===== src/rtl/regfile_onehot_wr.sv =====
// 32x32 RISC-V integer register file driven by a one-hot write strobe, with a sticky
// strobe-integrity flag and a saturating committed-write counter.
// Optional same-cycle write-to-read forwarding is enabled by defining REGFILE_WRITE_BYPASS_EN.
module regfile_onehot_wr #(
  parameter int unsigned XLEN  = 32,
  parameter int unsigned CNT_W = 16
) (
  input  logic             CLK,
  input  logic             RESET,
  input  logic             WE,
  input  logic [31:0]      WE_ONEHOT,
  input  logic [XLEN-1:0]  WD,
  input  logic [4:0]       A1,
  input  logic [4:0]       A2,
  output logic [XLEN-1:0]  RD1,
  output logic [XLEN-1:0]  RD2,
  input  logic [4:0]       DBG_A,
  output logic [XLEN-1:0]  DBG_RD,
  output logic             ONEHOT_ERR,
  output logic [CNT_W-1:0] WR_COUNT
);

  // x0 is hardwired to zero, so only x1..x31 hold state.
  logic [XLEN-1:0]  regs_q [1:31];
  logic [XLEN-1:0]  regs_d [1:31];
  logic             err_q;
  logic             err_d;
  logic [CNT_W-1:0] cnt_q;
  logic [CNT_W-1:0] cnt_d;

  logic [5:0]       strobe_pop;
  logic             strobe_onehot;
  logic             wr_commit;
  logic             wr_illegal;
  logic [XLEN-1:0]  rd_view [0:31];

  // The decoder is not trusted: legality is a true population count of the strobe.
  always_comb begin
    strobe_pop = '0;
    for (int i = 0; i < 32; i++) begin
      strobe_pop = strobe_pop + 6'(WE_ONEHOT[i]);
    end
  end

  assign strobe_onehot = (strobe_pop == 6'd1);
  // A legal strobe selecting x0 is accepted but commits nothing.
  assign wr_commit     = WE & strobe_onehot & ~WE_ONEHOT[0];
  assign wr_illegal    = WE & ~strobe_onehot;

  always_comb begin
    for (int i = 1; i < 32; i++) begin
      regs_d[i] = regs_q[i];
      if (wr_commit && WE_ONEHOT[i]) begin
        regs_d[i] = WD;
      end
    end
  end

  always_comb begin
    err_d = err_q | wr_illegal;
    cnt_d = cnt_q;
    if (wr_commit && (cnt_q != '1)) begin
      cnt_d = cnt_q + CNT_W'(1);
    end
  end

  always_ff @(posedge CLK) begin
    if (RESET) begin
      for (int i = 1; i < 32; i++) begin
        regs_q[i] <= '0;
      end
      err_q <= 1'b0;
      cnt_q <= '0;
    end else begin
      for (int i = 1; i < 32; i++) begin
        regs_q[i] <= regs_d[i];
      end
      err_q <= err_d;
      cnt_q <= cnt_d;
    end
  end

  always_comb begin
    rd_view[0] = '0;
    for (int i = 1; i < 32; i++) begin
      rd_view[i] = regs_q[i];
`ifdef REGFILE_WRITE_BYPASS_EN
      if (!RESET && wr_commit && WE_ONEHOT[i]) begin
        rd_view[i] = WD;
      end
`endif
    end
  end

  assign RD1        = rd_view[A1];
  assign RD2        = rd_view[A2];
  assign DBG_RD     = rd_view[DBG_A];
  assign ONEHOT_ERR = err_q;
  assign WR_COUNT   = cnt_q;

endmodule


===== config.mk =====
export PLATFORM = sky130hd
export DESIGN_NAME = regfile_onehot_wr
export DESIGN_NICKNAME = d
export VERILOG_FILES = /design/src/rtl/regfile_onehot_wr.sv
export SDC_FILE = /design/constraint.sdc
export NUM_CORES = 2
export LEC_CHECK = 0
export ABC_AREA = 1
export CORE_ASPECT_RATIO = 0.5
export CORE_UTILIZATION = 35
export DETAILED_ROUTE_END_ITERATION = 8
export GPL_ROUTABILITY_DRIVEN = 0
export PLACE_DENSITY = 0.52
export RECOVER_POWER = 100
export SLEW_MARGIN = 20
export SYNTH_ARGS = -nofsm -noshare
export SYNTH_HDL_FRONTEND = slang
export SYNTH_SLANG_ARGS = --single-unit

===== constraint.sdc =====
create_clock -name CLK -period 10.27 [get_ports CLK]
set_input_delay 2.054 -clock CLK [delete_from_list [all_inputs] [get_ports CLK]]
set_output_delay 2.054 -clock CLK [all_outputs]
set_load 0.02 [all_outputs]

---- Word-level counts from Yosys, hierarchy flattened ----
Memories as Yosys holds them, arrays and structs flattened.
Index checks and enable logic that the tools add are counted.
cells by class
  add/subtract/negate cells ............... 32
  $mul .................................... 0
  divide/modulo/power cells ............... 0
  order comparisons ....................... 3
  eq/ne operators ......................... 2
  shift operators ......................... 0
  muxes and demuxes ....................... 74
  bitwise operators ....................... 40
  reductions and logical operators ........ 32
operator list
  kind                   number
  $mux 32                68
  $bmux 32 s5            3
  $add 6x1->6            26
  $logic_and 1x1->1      32
  $or 1x1->1             32
  $ge 6x6->1 const B     3
  $not 5->6              3
  $add 16x1->16 const B  1
  $ne 16x16->1 const B   1
  $add 5x1->6            1
  $eq 6x1->1 const B     1
  $add 4x1->5            1
  $add 3x1->4            1
  $add 2x1->3            1
  $and 1x1->1            3
  $mux 1                 3
  $add 1x1->2            1
  $not 1->1              2
storage, ports and cells
  flip-flop bits (word level) ............. 17
  latch bits .............................. 0
  bits in writable memories ............... 992
  memory bits (read-only) ................. 0
  bits of input ports ..................... 82
  output and inout bits ................... 113
  memories kept ........................... 1
memories
  memory  depth  width  rd ports  clocked after Yosys merged registers in  wr ports  RTL line  source
  regs_q  31     32     31        0                                        31        24        logic [XLEN-1:0] regs_q [1:31];

---- Logic depth before layout (Yosys ltp) ----
  depth in word-level cells ............... 37
  gate-level depth with buffers ........... 24
  mapped depth without buffers ............ 23

---- Worst setup path after synthesis ----
Ideal clock, no wire load.
  path kind ............................... input to register
  start ................................... input WE_ONEHOT[23]
  end ..................................... register regs_q[0][100] (netlist name)
  setup time .............................. 119 ps
  arrival ................................. 6,912 ps
  slack ................................... 3,238 ps
  stages .................................. 20
  path through ............................ fa_1 fa_1 inv_1 fa_1 inv_1 fa_1 fa_1 inv_1 fa_1 inv_1 ha_1 fa_1 nor2_4 nand2_4 nor2_8 buf_12 nand4_4 buf_6 o21ai_0 a21oi_1
RTL lines
  what             RTL line  source
  start, declared  11        input logic [31:0] WE_ONEHOT,

---- Worst setup path after layout ----
  start ................................... input A1[1]
  end ..................................... output RD1[14]
on the way
  cells in the longest elaborated chain, start to end .. 4
ends and longest elaborated chain
  what                                        RTL line  source
  start, declared                             13        input logic [4:0] A1,
  $not 5->6 (implied by the code)             95        assign RD1 = rd_view[A1];
  $bmux 32 s5                                 95
  $mux 32 (implied by the code) (2 in a row)  95
  end, declared                               15        output logic [XLEN-1:0] RD1,
No other way between the ends. The select of a mux whose other input is x is not followed.

==> results.ini <==
[run_status]
status = finished, violations left
violations = max-capacitance violations, max-slew violations

[worst_hold_path]
holdPathEnd = regs_q[0][79]
hold_class = flop to flop
min_path_cells = 2
hp-start = regs_q[0][79]

[layout]
area_growth_pct = 7.40
instances_no_fill = 12100
nets = 9738
drive_gt1_share_pct = 3.88

[worst_setup_path]
cp_max_fo = 78
r2r-end = WR_COUNT[9]
r2r_start = WR_COUNT[0]
end_kind = output port
criticalPathCategory = primary input to output port
slowest_delay_ns = 1.81
cp_slowest_cell = clkinvlp_4
cp.required_ns = 8.22
r2r_slack_ns = 7.35
cp.arrival_ns = 7.38
cp_cell_sequence = buf_8, clkinvlp_4, clkbuf_2, a21oi_1, o21ai_0, nand3_1, nand2_1, nand2_1, nand2_1, nand2_1, nand2_1, dlygate4sd3_1
ff2ff_path_depth = 9
cpMostUsedCell = nand2_1
start_kind = primary input

[yosys]
avgSynthCellArea_um2 = 6.32
syn_inst = 10200
synth_top_area_share_pct = 31.4
ys_ff_latch = 1009
synth-warning-count = 0
synth_cell_types = 30
synth-async-reset-ratio_pct = 0
synth_edf_count = 0
yosysMostFrequentCell = a21oi_1
synthTopCellsByArea = dfxtp_1 (31%), a21oi_1 (19%), o21ai_0 (16%)
synth_nets = 10300
yosysTopAreaCell = dfxtp_1
syn-cell-area_um2 = 64400
ys.flop_type = dfxtp_1
ys_seq_area_share_pct = 31.4
synthTopCellsByCount = a21oi_1 (2,444), o21ai_0 (2,030), nand2_1 (1,103)

[timing]
timing.hold.ws_ns = 0.473
setup_viol = 0
rsz0062_at_grt = false
final.min_clock_period_ns = 9.43
tightest_slew_ns = 2.89
setup_tns_ns = 0
post-route-period-util_pct = 91.8
skew_ns = 0.00490
maxSlewViolCount = 681
fmax_mhz = 106
worst_slew_margin_rel_pct = -92.9
timing_hold_violations_final = 0

[grt]
grt_remaining_overflow = 0
grt_pass1_vias = 61700
grt_max_degree = 239
track_usage_pct = 30.8
grt_pass1_wl_um = 436000
antenna_found_initial = 16

[clock_tree]
clkLatencyLatePin_ns = 0.75
clock_path_buffers = 3
clk_pin_slew_ns = 0.06
root_buffer = clkbuf_16
hold_buffers = 0
cts_sinks = 1009
cts-buffers-inserted = 106
cts_tree = built
post_cts_buffers = 0
cts-resized-gates = 0
htreeDepth = 3

[floorplan]
rows = 110
boundaryPins = 195
fp.dieH_um = 305
die-area_um2 = 186000
dieWidth_um = 609
start_util_pct = 35.5
core_area_um2 = 181000

[routing]
via_count = 70200
wire_per_inst_um = 24.8
drt-total-wl_um = 300000
drt_iter0_markers = 9561
dr.pass1.iters = 6
vias_per_cell = 5.79
antenna_left = 0
drc = 0

[power_and_ir_drop]
leakagePower_nw = 24.9
power_density_nw_per_um2 = 191
ir_drop_uv = 498

[job]
max-cap-violations = 15

[place]
dp_hpwl_um = 168000
dp_cells = 11900
numPortBuffers = 194

area by class of cell:
cell class / count / area (µm²)
multi-input cells: 7073 / 34900
well taps: 2408 / 3010
diodes: 2 / 5.00
clock buffers: 150 / 3070
repair buffers: 369 / 3390
flip-flops and latches: 1009 / 20200
clock inverters: 45 / 587
inverters: 1065 / 4060
fillers: 19600 / 112000
worst max-delay path by stage:
stage                             start              to  slack [ns]  cells past startpoint
after floorplan           WE_ONEHOT[23]  regs_q[0][100]        3.24                     20
after global placement    WE_ONEHOT[25]   regs_q[1][83]        1.01                     22
after detailed placement   WE_ONEHOT[5]  regs_q[1][212]        1.01                     22
after CTS                  WE_ONEHOT[5]  regs_q[1][219]        1.79                     22
after global routing       WE_ONEHOT[5]    regs_q[1][4]        0.76                     22
final                             A1[1]         RD1[14]        0.84                     12
stage by stage:
step                total power, mW  worst slack, ns  instance area (µm²)  util, %
floorplan                      7.89             3.24                64400        -
global placement               9.07             1.01                66000     36.4
detailed placement             9.10             1.01                66000     36.4
CTS                            13.3             1.79                69600     38.4
global route                   13.8            0.758                69200     38.1
finish                         13.2            0.837                69200     38.1
critical path: cells and delay by family:
kind,cells,cell delay (ns)
AND/OR/NAND/NOR,6,0.80
AO/OA/AOI/OAI,2,0.40
buffers and inverters,4,4.03
cells by family after synthesis:
family,after synthesis,share of synthesized area [%]
simple gates,2156,15.4
buf+inv,2108,14.4
compound gates,4884,38.0
xor+xnor,1,0.0136
flops,1009,31.4
fa+ha+maj,32,0.901
state kept, by name, summed over array words and instances (netlist names):
name        cells
regs_q        992
WR_COUNT       16
ONEHOT_ERR      1
layout by cell type (no fill, tap or decap), types with 4 or more instances in the layout:
| cell type | n |
|---|---|
| clkbuf_1 | 70 |
| nor2_1 | 37 |
| a21oi_1 | 2444 |
| inv_2 | 6 |
| o21ai_0 | 2377 |
| nand4_2 | 5 |
| o21ai_1 | 59 |
| clkinvlp_4 | 9 |
| nand4_4 | 24 |
| fa_1 | 24 |
| nand3_1 | 976 |
| dfxtp_1 | 1009 |
| buf_12 | 29 |
| inv_8 | 6 |
| inv_1 | 1048 |
| dlygate4sd3_1 | 94 |
| buf_4 | 89 |
| buf_2 | 9 |
| ha_1 | 8 |
| clkdlybuf4s50_1 | 79 |
| nand4_1 | 4 |
| clkbuf_16 | 108 |
| bufinv_16 | 12 |
| clkbuf_2 | 11 |
| buf_8 | 5 |
| clkbuf_8 | 24 |
| clkinv_2 | 20 |
| inv_6 | 4 |
| nand2_1 | 1103 |
routing by layer:
| layer | track usage [%] | up-vias | routed length, µm |
|---|---|---|---|
| li1 | - | 33500 | - |
| met1 | 43.9 | 32400 | 132000 |
| met2 | 46.2 | 3621 | 126000 |
| met3 | 5.68 | 608 | 30700 |
| met4 | 10.7 | 20 | 11800 |
| met5 | 0 | - | 133 |
power by group:
part / internal (mW) / switching, mW / total [mW]
logic: 1.12 / 3.08 / 4.20
clock network: 2.38 / 1.86 / 4.24
registers: 4.43 / 0.330 / 4.76
total: 7.93 / 5.27 / 13.2
(Power assumes the default switching activity.)
